### config.mk
export PLATFORM = sky130hd
export DESIGN_NAME = mem_access_unit_flat
export DESIGN_NICKNAME = d
export VERILOG_FILES = /design/src/rtl/mem_access_unit_if.sv /design/src/rtl/mem_access_unit.sv /design/src/flat_wrapper.sv
export SDC_FILE = /design/constraint.sdc
export NUM_CORES = 1
export LEC_CHECK = 0
export ABC_AREA = 1
export CORE_MARGIN = 1.5
export CORE_UTILIZATION = 53
export DETAILED_ROUTE_END_ITERATION = 7
export PLACE_DENSITY = 0.94
export SYNTH_ARGS = -nofsm -noshare
export SYNTH_HDL_FRONTEND = slang
export SYNTH_SLANG_ARGS = --single-unit
### constraint.sdc
create_clock -name clk -period 10.2 [get_ports clk]
set_clock_uncertainty 0.2 [all_clocks]
set_input_delay 1.53 -clock clk [delete_from_list [all_inputs] [get_ports clk]]
set_output_delay 1.53 -clock clk [all_outputs]
set_load 0.05 [all_outputs]
### src/rtl/mem_access_unit_if.sv
// Request/response and DataMemory pin bundle for mem_access_unit.
// slave = the unit itself, master = the MEM stage plus memory side.
interface mem_access_unit_if #(
  parameter int ADDR_W = 8
);
  logic              req_valid;
  logic              req_ready;
  logic              req_write;
  logic [1:0]        req_size;
  logic              req_signed;
  logic [ADDR_W-1:0] req_addr;
  logic [31:0]       req_wdata;
  logic              resp_valid;
  logic              resp_err;
  logic [31:0]       resp_rdata;
  logic [ADDR_W-3:0] mem_address;
  logic [31:0]       mem_write_data;
  logic [31:0]       mem_read_data;
  logic              mem_read;
  logic              mem_write;

  modport slave (
    input  req_valid, req_write, req_size,
    input  req_signed, req_addr, req_wdata,
    input  mem_read_data,
    output req_ready, resp_valid, resp_err,
    output resp_rdata, mem_address,
    output mem_write_data, mem_read, mem_write
  );

  modport master (
    output req_valid, req_write, req_size,
    output req_signed, req_addr, req_wdata,
    output mem_read_data,
    input  req_ready, resp_valid, resp_err,
    input  resp_rdata, mem_address,
    input  mem_write_data, mem_read, mem_write
  );
endinterface

### src/rtl/mem_access_unit.sv
// Load/store initiator for a posedge-read, negedge-write word memory.
// Sub-word stores go through read-modify-write; loads are lane-extended.
module mem_access_unit #(
  parameter int ADDR_W = 8
) (
  input  logic clk,
  input  logic rst,
  mem_access_unit_if.slave bus
);

  typedef enum logic [2:0] {
    IDLE, RD, CAP, WR, ERR
  } state_e;

  state_e            state_q, state_d;
  logic [1:0]        lane_q, lane_d;
  logic [1:0]        size_q, size_d;
  logic              signed_q, signed_d;
  logic              write_q, write_d;
  logic [15:0]       wdata_q, wdata_d;

  logic              req_ready_q, req_ready_d;
  logic              resp_valid_q, resp_valid_d;
  logic              resp_err_q, resp_err_d;
  logic [31:0]       resp_rdata_q, resp_rdata_d;
  logic [ADDR_W-3:0] mem_address_q, mem_address_d;
  logic [31:0]       mem_wdata_q, mem_wdata_d;
  logic              mem_read_q, mem_read_d;
  logic              mem_write_q, mem_write_d;

  logic        accept;
  logic        req_bad;
  logic [4:0]  sh;
  logic [31:0] rd_word;
  logic [31:0] load_val;
  logic [31:0] merged;
  logic [7:0]  ld_b;
  logic [15:0] ld_h;

  assign accept = bus.req_valid & req_ready_q;

  always_comb begin
    req_bad = 1'b0;
    unique case (bus.req_size)
      2'b00: req_bad = 1'b0;
      2'b01: req_bad = bus.req_addr[0];
      2'b10: req_bad = |bus.req_addr[1:0];
      default: req_bad = 1'b1;
    endcase
  end

  // Lane shift, extraction and merge all work from the captured word
  assign rd_word = bus.mem_read_data;
  assign sh      = {lane_q, 3'b000};
  assign ld_b    = 8'(rd_word >> sh);
  assign ld_h    = lane_q[1] ? rd_word[31:16]
                             : rd_word[15:0];

  always_comb begin
    load_val = rd_word;
    merged   = rd_word;
    unique case (size_q)
      2'b00: begin
        load_val = {{24{signed_q & ld_b[7]}}, ld_b};
        merged   = (rd_word & ~(32'h0000_00ff << sh))
                 | ({24'd0, wdata_q[7:0]} << sh);
      end
      2'b01: begin
        load_val = {{16{signed_q & ld_h[15]}}, ld_h};
        merged   = (rd_word & ~(32'h0000_ffff << sh))
                 | ({16'd0, wdata_q} << sh);
      end
      default: begin
        load_val = rd_word;
        merged   = rd_word;
      end
    endcase
  end

  always_comb begin
    state_d       = state_q;
    lane_d        = lane_q;
    size_d        = size_q;
    signed_d      = signed_q;
    write_d       = write_q;
    wdata_d       = wdata_q;
    req_ready_d   = req_ready_q;
    resp_valid_d  = 1'b0;
    resp_err_d    = 1'b0;
    resp_rdata_d  = 32'd0;
    mem_address_d = mem_address_q;
    mem_wdata_d   = mem_wdata_q;
    mem_read_d    = 1'b0;
    mem_write_d   = 1'b0;
    unique case (state_q)
      IDLE: begin
        req_ready_d = 1'b1;
        if (accept) begin
          lane_d        = bus.req_addr[1:0];
          size_d        = bus.req_size;
          signed_d      = bus.req_signed;
          write_d       = bus.req_write;
          wdata_d       = bus.req_wdata[15:0];
          mem_address_d = bus.req_addr[ADDR_W-1:2];
          req_ready_d   = 1'b0;
          if (req_bad) begin
            state_d = ERR;
          end else if (bus.req_write &&
                       bus.req_size == 2'b10) begin
            state_d     = WR;
            mem_write_d = 1'b1;
            mem_wdata_d = bus.req_wdata;
          end else begin
            state_d    = RD;
            mem_read_d = 1'b1;
          end
        end
      end
      RD: state_d = CAP;
      CAP: begin
        if (write_q) begin
          state_d     = WR;
          mem_write_d = 1'b1;
          mem_wdata_d = merged;
        end else begin
          state_d      = IDLE;
          resp_valid_d = 1'b1;
          resp_rdata_d = load_val;
          req_ready_d  = 1'b1;
        end
      end
      WR: begin
        state_d      = IDLE;
        resp_valid_d = 1'b1;
        req_ready_d  = 1'b1;
      end
      ERR: begin
        state_d      = IDLE;
        resp_valid_d = 1'b1;
        resp_err_d   = 1'b1;
        req_ready_d  = 1'b1;
      end
      default: begin
        state_d     = IDLE;
        req_ready_d = 1'b1;
      end
    endcase
  end

  always_ff @(posedge clk or posedge rst) begin
    if (rst) begin
      state_q       <= IDLE;
      lane_q        <= 2'd0;
      size_q        <= 2'd0;
      signed_q      <= 1'b0;
      write_q       <= 1'b0;
      wdata_q       <= 16'd0;
      req_ready_q   <= 1'b1;
      resp_valid_q  <= 1'b0;
      resp_err_q    <= 1'b0;
      resp_rdata_q  <= 32'd0;
      mem_address_q <= '0;
      mem_wdata_q   <= 32'd0;
      mem_read_q    <= 1'b0;
      mem_write_q   <= 1'b0;
    end else begin
      state_q       <= state_d;
      lane_q        <= lane_d;
      size_q        <= size_d;
      signed_q      <= signed_d;
      write_q       <= write_d;
      wdata_q       <= wdata_d;
      req_ready_q   <= req_ready_d;
      resp_valid_q  <= resp_valid_d;
      resp_err_q    <= resp_err_d;
      resp_rdata_q  <= resp_rdata_d;
      mem_address_q <= mem_address_d;
      mem_wdata_q   <= mem_wdata_d;
      mem_read_q    <= mem_read_d;
      mem_write_q   <= mem_write_d;
    end
  end

  assign bus.req_ready      = req_ready_q;
  assign bus.resp_valid     = resp_valid_q;
  assign bus.resp_err       = resp_err_q;
  assign bus.resp_rdata     = resp_rdata_q;
  assign bus.mem_address    = mem_address_q;
  assign bus.mem_write_data = mem_wdata_q;
  assign bus.mem_read       = mem_read_q;
  assign bus.mem_write      = mem_write_q;

endmodule

### src/flat_wrapper.sv
// flat-port wrapper written by rule: the top's interface ports become plain ports
module mem_access_unit_flat 
#(
  parameter int ADDR_W = 8
)
  (clk, rst, bus_req_valid, bus_req_write, bus_req_size, bus_req_signed, bus_req_addr, bus_req_wdata, bus_mem_read_data, bus_req_ready, bus_resp_valid, bus_resp_err, bus_resp_rdata, bus_mem_address, bus_mem_write_data, bus_mem_read, bus_mem_write);
  mem_access_unit_if #(.ADDR_W(ADDR_W)) bus_i ();
  input  logic clk;
  input  logic rst;
  input wire logic [$bits(bus_i.req_valid)-1:0] bus_req_valid;
  input wire logic [$bits(bus_i.req_write)-1:0] bus_req_write;
  input wire logic [$bits(bus_i.req_size)-1:0] bus_req_size;
  input wire logic [$bits(bus_i.req_signed)-1:0] bus_req_signed;
  input wire logic [$bits(bus_i.req_addr)-1:0] bus_req_addr;
  input wire logic [$bits(bus_i.req_wdata)-1:0] bus_req_wdata;
  input wire logic [$bits(bus_i.mem_read_data)-1:0] bus_mem_read_data;
  output wire logic [$bits(bus_i.req_ready)-1:0] bus_req_ready;
  output wire logic [$bits(bus_i.resp_valid)-1:0] bus_resp_valid;
  output wire logic [$bits(bus_i.resp_err)-1:0] bus_resp_err;
  output wire logic [$bits(bus_i.resp_rdata)-1:0] bus_resp_rdata;
  output wire logic [$bits(bus_i.mem_address)-1:0] bus_mem_address;
  output wire logic [$bits(bus_i.mem_write_data)-1:0] bus_mem_write_data;
  output wire logic [$bits(bus_i.mem_read)-1:0] bus_mem_read;
  output wire logic [$bits(bus_i.mem_write)-1:0] bus_mem_write;
  assign bus_i.req_valid = bus_req_valid;
  assign bus_i.req_write = bus_req_write;
  assign bus_i.req_size = bus_req_size;
  assign bus_i.req_signed = bus_req_signed;
  assign bus_i.req_addr = bus_req_addr;
  assign bus_i.req_wdata = bus_req_wdata;
  assign bus_i.mem_read_data = bus_mem_read_data;
  assign bus_req_ready = bus_i.req_ready;
  assign bus_resp_valid = bus_i.resp_valid;
  assign bus_resp_err = bus_i.resp_err;
  assign bus_resp_rdata = bus_i.resp_rdata;
  assign bus_mem_address = bus_i.mem_address;
  assign bus_mem_write_data = bus_i.mem_write_data;
  assign bus_mem_read = bus_i.mem_read;
  assign bus_mem_write = bus_i.mem_write;
  mem_access_unit #(.ADDR_W(ADDR_W)) u_core (.clk(clk), .rst(rst), .bus(bus_i));
endmodule
Yosys cells after proc, flatten, opt, wreduce, memory -nomap -nowiden:

Cells that the tools add are included.

* equality and inequality tests: 12
* shifts and indexed selects: 5
* multiplexer cells: 31
* bitwise gates (word level): 10
* reductions and logical operators: 10

Operators with widths (count)
* 2-to-1 mux 32 bit: 6
* case mux 32 bit (2 select lines): 3
* bitwise AND 32 bit: 2
* inverter 32 bit: 2
* bitwise OR 32 bit: 2
* << shifter 16 x 5 -> 32 bit: 1
* << shifter 16 x 5 -> 32 bit (first input constant): 1
* << shifter 8 x 5 -> 32 bit: 1
* << shifter 8 x 5 -> 32 bit (first input constant): 1
* >> shifter 32 x 5 -> 8 bit: 1
* 2-to-1 mux 16 bit: 1
* 2-to-1 mux 1 bit: 12
* case mux 3 bit (3 select lines): 1
* == test 3 x 2 -> 1 bit (second input constant): 2
* 2-to-1 mux 3 bit: 2
* inequality test 2 x 1 -> 1 bit (second input constant): 3
* case mux 1 bit (3 select lines): 2
* AND reduction 5 bit: 1
* == test 2 x 1 -> 1 bit (second input constant): 2
* zero test 2 bit: 2
* 2-to-1 mux 2 bit: 2
* inequality test 2 bit (second input constant): 2
* case mux 1 bit (2 select lines): 2
* AND reduction 2 bit: 2
* 9 further kinds: 12

* register bits after elaboration: 100
* input bits: 79
* output and inout bits: 75
* word-level logic and storage cells: 82

Depth between registers and ports, before layout:

Gate-level depths: netlist of run 1.

* word-level depth: 7
* mapped depth: 11
* depth with buffers taken out: 9

Worst setup path before layout of run 1:

No wires, ideal clock.

* kind: input-to-reg
* start point: input port bus_req_addr[0]
* end point: register u_core.mem_wdata_q[10], in the netlist u_core.bus.mem_write_data[10]
* library setup time: 118 ps
* arrival time: 2267 ps
* data required time: 9882 ps
* slack: 7614 ps
* stages: 7
* buffers on the path: 1
* path through: nor2_1 -> nand2_1 -> nand2_1 -> nand3_4 -> clkbuf_1 -> nand3_1 -> nand2_1

* longest elaborated chain between the ends: 4

Ends and longest elaborated chain
* from (decl): RTL line flat_wrapper.sv:14 `input wire logic [$bits(bus_i.req_addr)-1:0] bus_req_addr;`
* OR reduction 2 bit: RTL line mem_access_unit.sv:47 `2'b10: req_bad = |bus.req_addr[1:0];`
* case mux 1 bit (3 select lines) *: RTL line mem_access_unit.sv:44 `unique case (bus.req_size)`
* inequality test 2 bit (no line) *
* AND reduction 5 bit (no line) *
* to (signal assigned): RTL line mem_access_unit.sv:178 `mem_wdata_q <= mem_wdata_d;`
* to (decl): RTL line mem_access_unit.sv:27 `logic [31:0] mem_wdata_q, mem_wdata_d;`

Mark *: on every way between the ends. The rest lies on a longest branch, timed or not.
A chain may end at the register's enable or synchronous reset.

Final worst setup path of run 1:

* start point: input port bus_req_valid
* end point: register u_core.mem_wdata_q[26], in the netlist u_core.bus.mem_write_data[26]

* longest elaborated chain between the ends: 3

Ends and longest elaborated chain
* from (decl): RTL line flat_wrapper.sv:10 `input wire logic [$bits(bus_i.req_valid)-1:0] bus_req_valid;`
* bitwise AND 1 bit: RTL line mem_access_unit.sv:40 `assign accept = bus.req_valid & req_ready_q;`
* inequality test 2 x 1 -> 1 bit (no line)
* AND reduction 5 bit (no line)

Every way passes these cells.

==> key figures, run 1 <==
Run status
  • Outcome: completed

STA
  • Final setup viols: 0
  • RSZ-0062 raised after global routing: false
  • Tmin final: between 3000 and 4000 ps
  • Final hold viol count: 0
  • TNS Setup: 0 ps
  • Slew Limit Fails: 0
  • Slew margin rel.: between 15 and 20%
  • Fmax: 275 MHz
  • Worst-margin pin slew: 1250 ps
  • Final worst setup slack: around 6600 ps
  • Fin crit share: a little over a third

Clock tree
  • Htree depth: 3
  • Hold buffer count at CTS: 0
  • Post_cts resized: 0
  • Num CTS Buffers: 9
  • Max Buffers Root-to-Sink: 2
  • Postcts setup bufs: 0
  • Clock root buffer: clkbuf_8
  • Worst-Skew Late Latency: ~370 ps
  • Clock transition at path regs: approximately 100 ps
  • # clock sinks: 100
  • CTS tree: yes

Yosys
  • Ranking of synthesized cells by area: dfrtp_1, nand2_1, nand3_1
  • Syn nets: slightly above 800
  • Post-Synthesis Cells: roughly 740
  • Post-synth top area share: approximately 44%
  • Synth warn: 0
  • Synth Area per Inst: about 7.5 um^2
  • Largest area contributor in the netlist: dfrtp_1
  • Post-synthesis register bit count: 100
  • Count of different cell masters after synthesis: 31
  • Sequential-to-total area share from yosys stat: 44.8%
  • Cell Area, Synth: ~5600 um^2

Detailed routing
  • DRT antenna net count: 0
  • WL/cell: ~17 um
  • Via Count: roughly 5,800
  • Number of remaining DRC errors: 0
  • Drt total wl: about 17,000 um
  • DR iter-0 viols: 560
  • Post-DR vias/cell: around 5.8
  • Drt pass-1 iters: 5

Worst setup path
  • Crit path kind: in2reg
  • Reg-to-reg slack, setup: around 7000 ps
  • Worst Path Buf+Inv: 1
  • Critical path endpoint category: register
  • Worst path most repeated cell: nand2_1
  • Worst Setup Start Kind: input pin
  • Crit path DAT: ~3700 ps
  • CP Capture Point: u_core.bus.mem_write_data[26]$_DFFE_PP0P_
  • Crit path launch: bus_req_valid
  • Stages on worst setup path: 7
  • Critical path peak fanout: 33
  • Crit path cell chain: clkdlybuf4s50_1, nand2_1, nor2_4, nand3_4, nand2_4, nand3_1, nand2_1
  • R2R depth: 7
  • Reg-to-reg endpoint: u_core.bus.mem_write_data[26]$_DFFE_PP0P_
  • Worst path required time: about 10,000 ps
  • Largest delay share family, worst path: simple AND/OR/NAND/NOR gates
  • Crit-path slowest cell: clkdlybuf4s50_1
  • Worst flop-to-flop path startpoint: u_core.state_q[0]$_DFFE_PP0N_
  • Critical path's largest stage delay: 480 ps

Layout
  • Final Non-Filler Cells: about 1,000
  • Fill cell count: approximately 830
  • Final Instance Area: roughly 7300 um^2
  • Most frequent cells in the layout: nand2_1, clkdlybuf4s50_1, nand3_1
  • Layout area overhead: 30.6%
  • FF/Latch Area: between 2000 and 3000 um^2
  • Most common cell after layout, fill and taps aside: nand2_1
  • Multi-input gate area: roughly 2600 um^2
  • Antenna fix cells: 0
  • Layout cell share with drive strength beyond 1: slightly above 8%
  • Fin nets: 945

Min path
  • Hold Crit Class: reg2reg
  • Min-delay src: u_core.bus.mem_address[1]$_DFFE_PP0P_

Die
  • Die width: about 110 um
  • Row Count: 37
  • Die area: 11,200 um^2
  • Initial core utilization: between 50 and 60%
  • CORE AREA: 10,300 um^2
  • Boundary Pins: between 150 and 200
  • Die extent in y: around 110 um

Flow run
  • Maxcap violations: 0

Power and ir drop
  • Internal: 1090 uW
  • Seq pwr share: a little under a third
  • LEAKAGE: between 0.003 and 0.004 uW
  • Clock share of power: around 13%
  • Comb power frac: between 50% and 60%
  • NetSw: around 1200 uW
  • Peak supply drop: around 0.22 mV
  • Switching share of power: between 50% and 60%
  • PwrDens: between 300 and 400 nW/um^2

GRT
  • Global-route wire length before repair: 27,600 um
  • Grt ovf: 0
  • Vias in the first global route: 5,435
  • Pin count of the biggest net entering global routing: 59
  • GRT Total Usage: a little under a third
  • Initial antenna violation count: 0

Placement
  • Dpl hpwl: around 12,000 um
  • Pre-CTS WS: around 6200 ps
  • I/O Buffers: roughly 150
  • Placed Instance Area: just over 7000 um^2
  • Final Wtd Congestion: roughly 0.96
  • Post-Place Cells: between 900 and 1,000
## registers in the layout (all words and copies together), names as in the netlist
register / cells
u_core.lane_q: 2
u_core.bus.mem_address: 6
u_core.bus.mem_read: 1
u_core.state_q: 3
u_core.bus.mem_write: 1
u_core.bus.resp_err: 1
u_core.size_q: 2
u_core.bus.mem_write_data: 32
u_core.bus.req_ready: 1
u_core.signed_q: 1
u_core.write_q: 1
u_core.bus.resp_rdata: 32
u_core.wdata_q: 16
u_core.bus.resp_valid: 1
## tightest hold or removal path, delay by kind of cell (launching register included)
family           cells  cell delay, ps
and+or+nand+nor      2             100
DFF                  1             360
## cell type report
| class | instances | area share (%) |
|---|---|---|
| well taps | 136 | 2.33 |
| clock buffers | 9 | 1.70 |
| repair buffers | 155 | 21.2 |
| clock inverters | 7 | 1.44 |
| flip-flops and latches | 100 | 34.3 |
| multi-input cells | 543 | 36.2 |
| inverters | 53 | 2.93 |
## through the flow
step                      hold slack [ps]  util (%)  total power [uW]
after global routing                  320      71.1              2410
after floorplan                       275         -              1590
after detailed placement              263      68.9              1970
final                                 280      71.1              2280
after CTS                             287      71.1              2260
after global placement                253      68.9              1950
## kinds of logic (layout without fill, tap and decap cells)
kind of cell    after synthesis  after routing  synth area share [%]
simple gates                427            427                  35.9
flops                       100            100                  44.8
buf+inv                      98            224                  7.96
fa+ha+maj                     4              4                 0.895
compound gates              112            112                  10.5
## Yosys cell counts (all sizes together)
library cell  number
buf               23
dfstp              1
dfrtp             99
nor3               7
ha                 4
o21ai             62
a21oi             38
nand2            203
nand3b             1
o22ai              2
nand3            141
nor2              58
or2               17
clkbuf            22
a22oi              1
inv               53
o211ai             8
a31oi              1
## power by group through the flow
stage | Sequential, uW | Clock (uW) | Combinational, uW
6_report | 685 | 292 | 1300
5_1_grt | 701 | 307 | 1400
4_1_cts | 680 | 291 | 1290
3_5_place_dp | 684 | 0 | 1290
3_3_place_gp | 683 | 0 | 1270
2_1_floorplan | 990 | 0 | 598
## per-layer routing
| metal | vias up | part of all wire [%] | global-route usage [%] |
|---|---|---|---|
| met4 | 0 | 2.7 | 10.5 |
| met1 | 2714 | 42 | 44.2 |
| met5 | - | 0 | 0 |
| li1 | 2662 | - | - |
| met2 | 369 | 46 | 49.1 |
| met3 | 47 | 8.8 | 4.76 |
## worst min-delay path by stage
stage / to / slack (ps) / cells past startpoint
floorplan: u_core.wdata_q[10]$_DFFE_PP0P_ / 270 / 2
global placement: u_core.bus.mem_address[2]$_DFFE_PP0P_ / 250 / 2
detailed placement: u_core.bus.mem_address[1]$_DFFE_PP0P_ / 260 / 2
CTS: u_core.bus.mem_address[1]$_DFFE_PP0P_ / 290 / 2
global route: u_core.bus.mem_address[5]$_DFFE_PP0P_ / 320 / 2
finish: u_core.bus.mem_address[1]$_DFFE_PP0P_ / 280 / 2
(Power assumes the default switching activity.)
==> run 2, diff against run 1 <==
- CORE_UTILIZATION: 53 -> 49
- PLACE_DENSITY: 0.94 -> 0.88
- clock period: 10.2 -> 3.4 ns (I/O delays scaled with it)
==> key figures, run 2 (synthesized netlist as in run 1, its figures left out) <==
Die
  • Row Count: 38 (+2.7%)
  • Initial core utilization: 50.9% (-3.5 points)
  • Die extent in y: 110 um (+3.9%)
  • Die area: 12,100 um^2 (+7.9%)
  • Die width: 110 um (+3.9%)
  • Boundary Pins: 154 (unchanged)
  • CORE AREA: 11,000 um^2 (+6.9%)

STA
  • Slew Limit Fails: 0 (unchanged)
  • Slew margin rel.: 53.0% (+37 points)
  • Fmax: a little over 400 MHz
  • Fin crit share: a little under three quarters
  • TNS Setup: 0 ps (unchanged)
  • Worst-margin pin slew: 703 ps (-550 ps)
  • Final hold viol count: 0 (unchanged)
  • Final setup viols: 0 (unchanged)
  • Tmin final: ~2400 ps
  • RSZ-0062 raised after global routing: false

GRT
  • Initial antenna violation count: 0 (unchanged)
  • Grt ovf: 0 (unchanged)
  • Met2 Resource Use GR: 42.9% (-6.2 points)
  • GRT Total Usage: 29.1% (-2.1 points)
  • Pin count of the biggest net entering global routing: 63 (+6.8%)
  • M1 GR Usage: 42.2% (-2.0 points)
  • GRT Max-Usage Layer: met2
  • Met3 GRT Util: 6.34% (+1.6 points)
  • Vias in the first global route: 5,240 (-3.6%)
  • Global-route wire length before repair: 26,900 um (-2.7%)

Power and ir drop
  • Switching share of power: 50.9% (-1.1 points)
  • LEAKAGE: 0.00351 uW (+1.9%)
  • Seq pwr share: 27.8% (-2.2 points)
  • Peak supply drop: 0.804 mV (+260%)
  • PwrDens: 948 nW/um^2 (+200%)
  • Comb power frac: 57.2% (about the same)
  • Clock share of power: 15.0% (+2.2 points)
  • Internal: 3460 uW (+220%)
  • NetSw: 3590 uW (+200%)

Detailed routing
  • Via Count: 5,707 (-1.5%)
  • Drt total wl: 17,100 um (+0.54%)
  • DR iter-0 viols: 675 (+21%)
  • Drt pass-1 iters: 5 (unchanged)
  • DRT antenna net count: 0 (unchanged)
  • Number of remaining DRC errors: 0 (unchanged)
  • WL/cell: 16.9 um (-0.36%)
  • Post-DR vias/cell: 5.64 (-2.3%)

Clock tree
  • Hold buffer count at CTS: 0 (unchanged)
  • Htree depth: 3 (unchanged)
  • Postcts setup bufs: 0 (unchanged)
  • Clock root buffer: clkbuf_16
  • Post_cts resized: 0 (unchanged)
  • Num CTS Buffers: 9 (unchanged)
  • Clock transition at path regs: 70 ps (-30 ps)
  • CTS tree: yes
  • Max Buffers Root-to-Sink: 2 (unchanged)
  • Worst-Skew Late Latency: 350 ps (-20 ps)
  • # clock sinks: 100 (unchanged)

Placement
  • Post-Place Cells: 996 (+0.91%)
  • Placed Instance Area: 7130 um^2 (+0.78%)
  • Final Wtd Congestion: 0.953 (-0.60%)
  • Dpl hpwl: 12,100 um (-0.32%)
  • I/O Buffers: 153 (unchanged)

Worst setup path
  • Crit path kind: reg2out
  • Crit-path slowest cell: clkdlybuf4s50_1
  • Critical path endpoint category: output pin
  • Worst Setup Start Kind: register
  • Critical path peak fanout: 4 (-88%)
  • Crit path cell chain: clkdlybuf4s50_1
  • Worst Path Buf+Inv: 1 (unchanged)
  • Crit path DAT: 1700 ps (-2020 ps)
  • Worst path required time: 2690 ps (-7600 ps)
  • Critical path's largest stage delay: 800 ps (+320 ps)
  • Largest delay share family, worst path: buffers and inverters

Layout
  • Antenna fix cells: 0 (unchanged)
  • Final Non-Filler Cells: 1,012 (+0.90%)
  • Most common cell after layout, fill and taps aside: nand2_1
  • Fin nets: 950 (+0.53%)
  • Layout cell share with drive strength beyond 1: 8.83% (+0.53 points)
  • Most frequent cells in the layout: nand2_1, clkdlybuf4s50_1, nand3_1
  • Fill cell count: 904 (+9.0%)
  • Final Instance Area: 7440 um^2 (+1.8%)
  • Layout area overhead: 33.0%

Min path
  • Hold Crit Class: reg2reg

Run status
  • Outcome: completed

Flow run
  • Maxcap violations: 0 (unchanged)
run 2: changes by cell type in the layout (fill, tap and decap cells not counted), sizes merged:
cell,before,now
buf,2,7
bufinv,2,1
clkinv,1,2
run 2: final timing paths:
| path | from | end | slack [ps] | cells past startpoint |
|---|---|---|---|---|
| min in group asynchronous | rst | u_core.bus.resp_rdata[17]$_DFF_PP0_ | 350 | 2 |
| hold / removal | u_core.bus.mem_address[4]$_DFFE_PP0P_ | u_core.bus.mem_address[4]$_DFFE_PP0P_ | 280 | 2 |
| setup / recovery | u_core.bus.req_ready$_DFFE_PP1N_ | bus_req_ready | 990 | 1 |
| setup reg to reg | u_core.state_q[0]$_DFFE_PP0N_ | u_core.bus.mem_write_data[21]$_DFFE_PP0P_ | 1080 | 7 |
| max in group asynchronous | rst | u_core.bus.req_ready$_DFFE_PP1N_ | 1920 | 3 |
| hold reg to reg | u_core.bus.mem_address[4]$_DFFE_PP0P_ | u_core.bus.mem_address[4]$_DFFE_PP0P_ | 280 | 2 |
run 2: metal layers:
layer / up-vias / wire, um
met5: - / 0
met4: 0 / 492
met3: 49 / 1870
met2: 362 / 7650
met1: 2631 / 7070
li1: 2665 / -
run 2: stage by stage:
| stage | util, % | power [uW] | setup WS (ps) | hold WS, ps |
|---|---|---|---|---|
| after floorplan | - | 4760 | 72.9 | 275 |
| after global placement | 64.9 | 5880 | 816 | 260 |
| after detailed placement | 64.9 | 5940 | 768 | 258 |
| after CTS | 67.7 | 7010 | 977 | 275 |
| after global routing | 67.7 | 7470 | 843 | 300 |
| final | 67.7 | 7050 | 987 | 277 |
run 2: area by class of cell:
| type | instances | area (um^2) | share of cell area (%) |
|---|---|---|---|
| Clock inverter | 7 | 80.1 | 1.08 |
| Multi-Input combinational cell | 543 | 2640 | 35.5 |
| Clock buffer | 9 | 225 | 3.03 |
| Sequential cell | 100 | 2500 | 33.7 |
| Inverter | 53 | 214 | 2.88 |
| Timing Repair Buffer | 160 | 1600 | 21.5 |
| Tap cell | 140 | 175 | 2.35 |
run 2: power groups by stage:
stage                     sequential (uW)  clock [uW]  combinational, uW
final                                1960        1060               4030
after global routing                 2000        1120               4350
after CTS                            1950        1070               3990
after detailed placement             1960           0               3980
after global placement               1960           0               3910
after floorplan                      2970           0               1790
==> run 3, diff against run 2 <==
- clock period: 3.4 -> 2.3 ns (I/O delays scaled with it)
==> key figures, run 3 (synthesized netlist as in run 1, its figures left out) <==
GRT
  • Met2 Resource Use GR: 45.3% (+2.4 points)
  • Grt ovf: 0 (unchanged)
  • GRT Total Usage: 29.8% (+0.67 points)
  • Pin count of the biggest net entering global routing: 51 (-19%)
  • GRT Max-Usage Layer: met2
  • Vias in the first global route: 5,463 (+4.3%)
  • M1 GR Usage: 41.1% (-1.1 points)
  • Met3 GRT Util: 5.10% (-1.2 points)
  • Global-route wire length before repair: 27,500 um (+2.3%)
  • Initial antenna violation count: 0 (unchanged)

Detailed routing
  • WL/cell: 17.0 um (+0.69%)
  • Via Count: 5,751 (+0.77%)
  • Post-DR vias/cell: 5.63 (-0.22%)
  • DRT antenna net count: 0 (unchanged)
  • Number of remaining DRC errors: 0 (unchanged)
  • DR iter-0 viols: 656 (-2.8%)
  • Drt pass-1 iters: 6 (+1)
  • Drt total wl: 17,400 um (+1.7%)

Run status
  • Outcome: completed

Die
  • Row Count: 38 (unchanged)
  • Die width: 110 um (unchanged)
  • Die area: 12,100 um^2 (unchanged)
  • Boundary Pins: 154 (unchanged)
  • Initial core utilization: 50.9% (unchanged)
  • Die extent in y: 110 um (unchanged)
  • CORE AREA: 11,000 um^2 (unchanged)

Layout
  • Antenna fix cells: 0 (unchanged)
  • Layout cell share with drive strength beyond 1: 9.98% (+1.1 points)
  • Fill cell count: 870 (-3.8%)
  • Fin nets: 960 (+1.1%)
  • Most common cell after layout, fill and taps aside: nand2_1
  • Most frequent cells in the layout: nand2_1, clkdlybuf4s50_1, nand3_1
  • Final Instance Area: 7540 um^2 (+1.4%)
  • Layout area overhead: 34.8%

Clock tree
  • Postcts setup bufs: 0 (unchanged)
  • CTS tree: yes
  • Hold buffer count at CTS: 0 (unchanged)
  • Clock transition at path regs: 70 ps (about the same)
  • # clock sinks: 100 (unchanged)
  • Clock root buffer: clkbuf_16
  • Htree depth: 3 (unchanged)
  • Max Buffers Root-to-Sink: 2 (unchanged)
  • Worst-Skew Late Latency: 350 ps (about the same)
  • Post_cts resized: 0 (unchanged)
  • Num CTS Buffers: 9 (unchanged)

STA
  • Tmin final: 2090 ps
  • RSZ-0062 raised after global routing: false
  • Slew margin rel.: 65.2% (+12 points)
  • Hold Slack: 170 ps (-107 ps)
  • TNS Setup: 0 ps (unchanged)
  • Slew Limit Fails: 0 (unchanged)
  • Worst-margin pin slew: 520 ps (-183 ps)
  • Fin crit share: between 90% and 100%
  • Final setup viols: 0 (unchanged)
  • Final worst setup slack: 213 ps (-775 ps)
  • Fmax: between 400 and 500 MHz
  • Final hold viol count: 0 (unchanged)

Min path
  • Hold Crit Class: in2async

Worst setup path
  • Critical path endpoint category: output pin
  • Worst Setup Start Kind: register
  • Crit-path slowest cell: clkdlybuf4s50_1
  • Crit path kind: reg2out
  • Crit path launch: u_core.bus.mem_write_data[7]$_DFFE_PP0P_
  • Critical path's largest stage delay: 820 ps (+20 ps)
  • Crit path cell chain: clkdlybuf4s50_1
  • Worst Path Buf+Inv: 1 (unchanged)
  • Worst path required time: 1750 ps (-940 ps)
  • Crit path DAT: 1540 ps (-160 ps)
  • Largest delay share family, worst path: buffers and inverters
  • Critical path peak fanout: 2 (-2)
  • Worst flop-to-flop path startpoint: u_core.size_q[1]$_DFFE_PP0P_

Placement
  • Pre-CTS WS: 150 ps (-618 ps)
  • Final Wtd Congestion: 0.939 (-1.6%)
  • I/O Buffers: 153 (unchanged)
  • Dpl hpwl: 12,500 um (+3.5%)
  • Placed Instance Area: 7230 um^2 (+1.4%)

Power and ir drop
  • Peak supply drop: 0.927 mV (+15%)
  • LEAKAGE: 0.00356 uW (+1.5%)
  • PwrDens: 1400 nW/um^2 (+47%)

Flow run
  • Maxcap violations: 0 (unchanged)
## run 3: changes by cell type in the layout (fill, tap and decap cells not counted), sizes merged
cell           previous run  this run
buf                       7        18
clkdlybuf4s50           153       152
clkbuf                    9        10
clkinv                    2         1
clkinvlp                  1         2
inv                      56        55
## run 3: per-stage QoR
step / total power [uW] / cells / utilization [%]
after floorplan: 7040 / 741 / -
final: 10500 / 1022 / 68.6
after CTS: 10500 / 1022 / 68.6
after global routing: 11200 / 1022 / 68.6
after detailed placement: 8870 / 1006 / 65.8
after global placement: 8790 / 1006 / 65.8
## run 3: per-layer routing
layer	share of wire (%)	wire length, um	up-vias
met5	0	0	-
met4	4.1	712	0
met3	10	1730	67
met2	45	7830	351
met1	41	7090	2638
li1	-	-	2695
## run 3: final timing paths
| path | end | slack, ps | cells after the start |
|---|---|---|---|
| setup / recovery | bus_mem_write_data[7] | 210 | 1 |
| min in group clk | u_core.bus.mem_address[4]$_DFFE_PP0P_ | 280 | 2 |
| hold reg to reg | u_core.bus.mem_address[4]$_DFFE_PP0P_ | 280 | 2 |
| hold / removal | u_core.bus.resp_rdata[20]$_DFF_PP0_ | 170 | 2 |
| max in group asynchronous | u_core.bus.mem_write_data[18]$_DFFE_PP0P_ | 1170 | 3 |
| setup reg to reg | u_core.bus.mem_write_data[11]$_DFFE_PP0P_ | 220 | 8 |
## run 3: layout make-up
class | instances | area, um^2 | share of cell area (%)
inverters | 53 | 215 | 2.85
well taps | 140 | 175 | 2.32
flip-flops and latches | 100 | 2500 | 33.2
repair buffers | 170 | 1690 | 22.5
clock inverters | 6 | 68.8 | 0.913
multi-input cells | 543 | 2640 | 35.1
clock buffers | 10 | 239 | 3.17
## run 3: where the power goes
| part | switching (uW) | internal, uW |
|---|---|---|
| clock | 682 | 883 |
| sequential | 471 | 2420 |
| combinational | 4160 | 1930 |
| total | 5310 | 5230 |
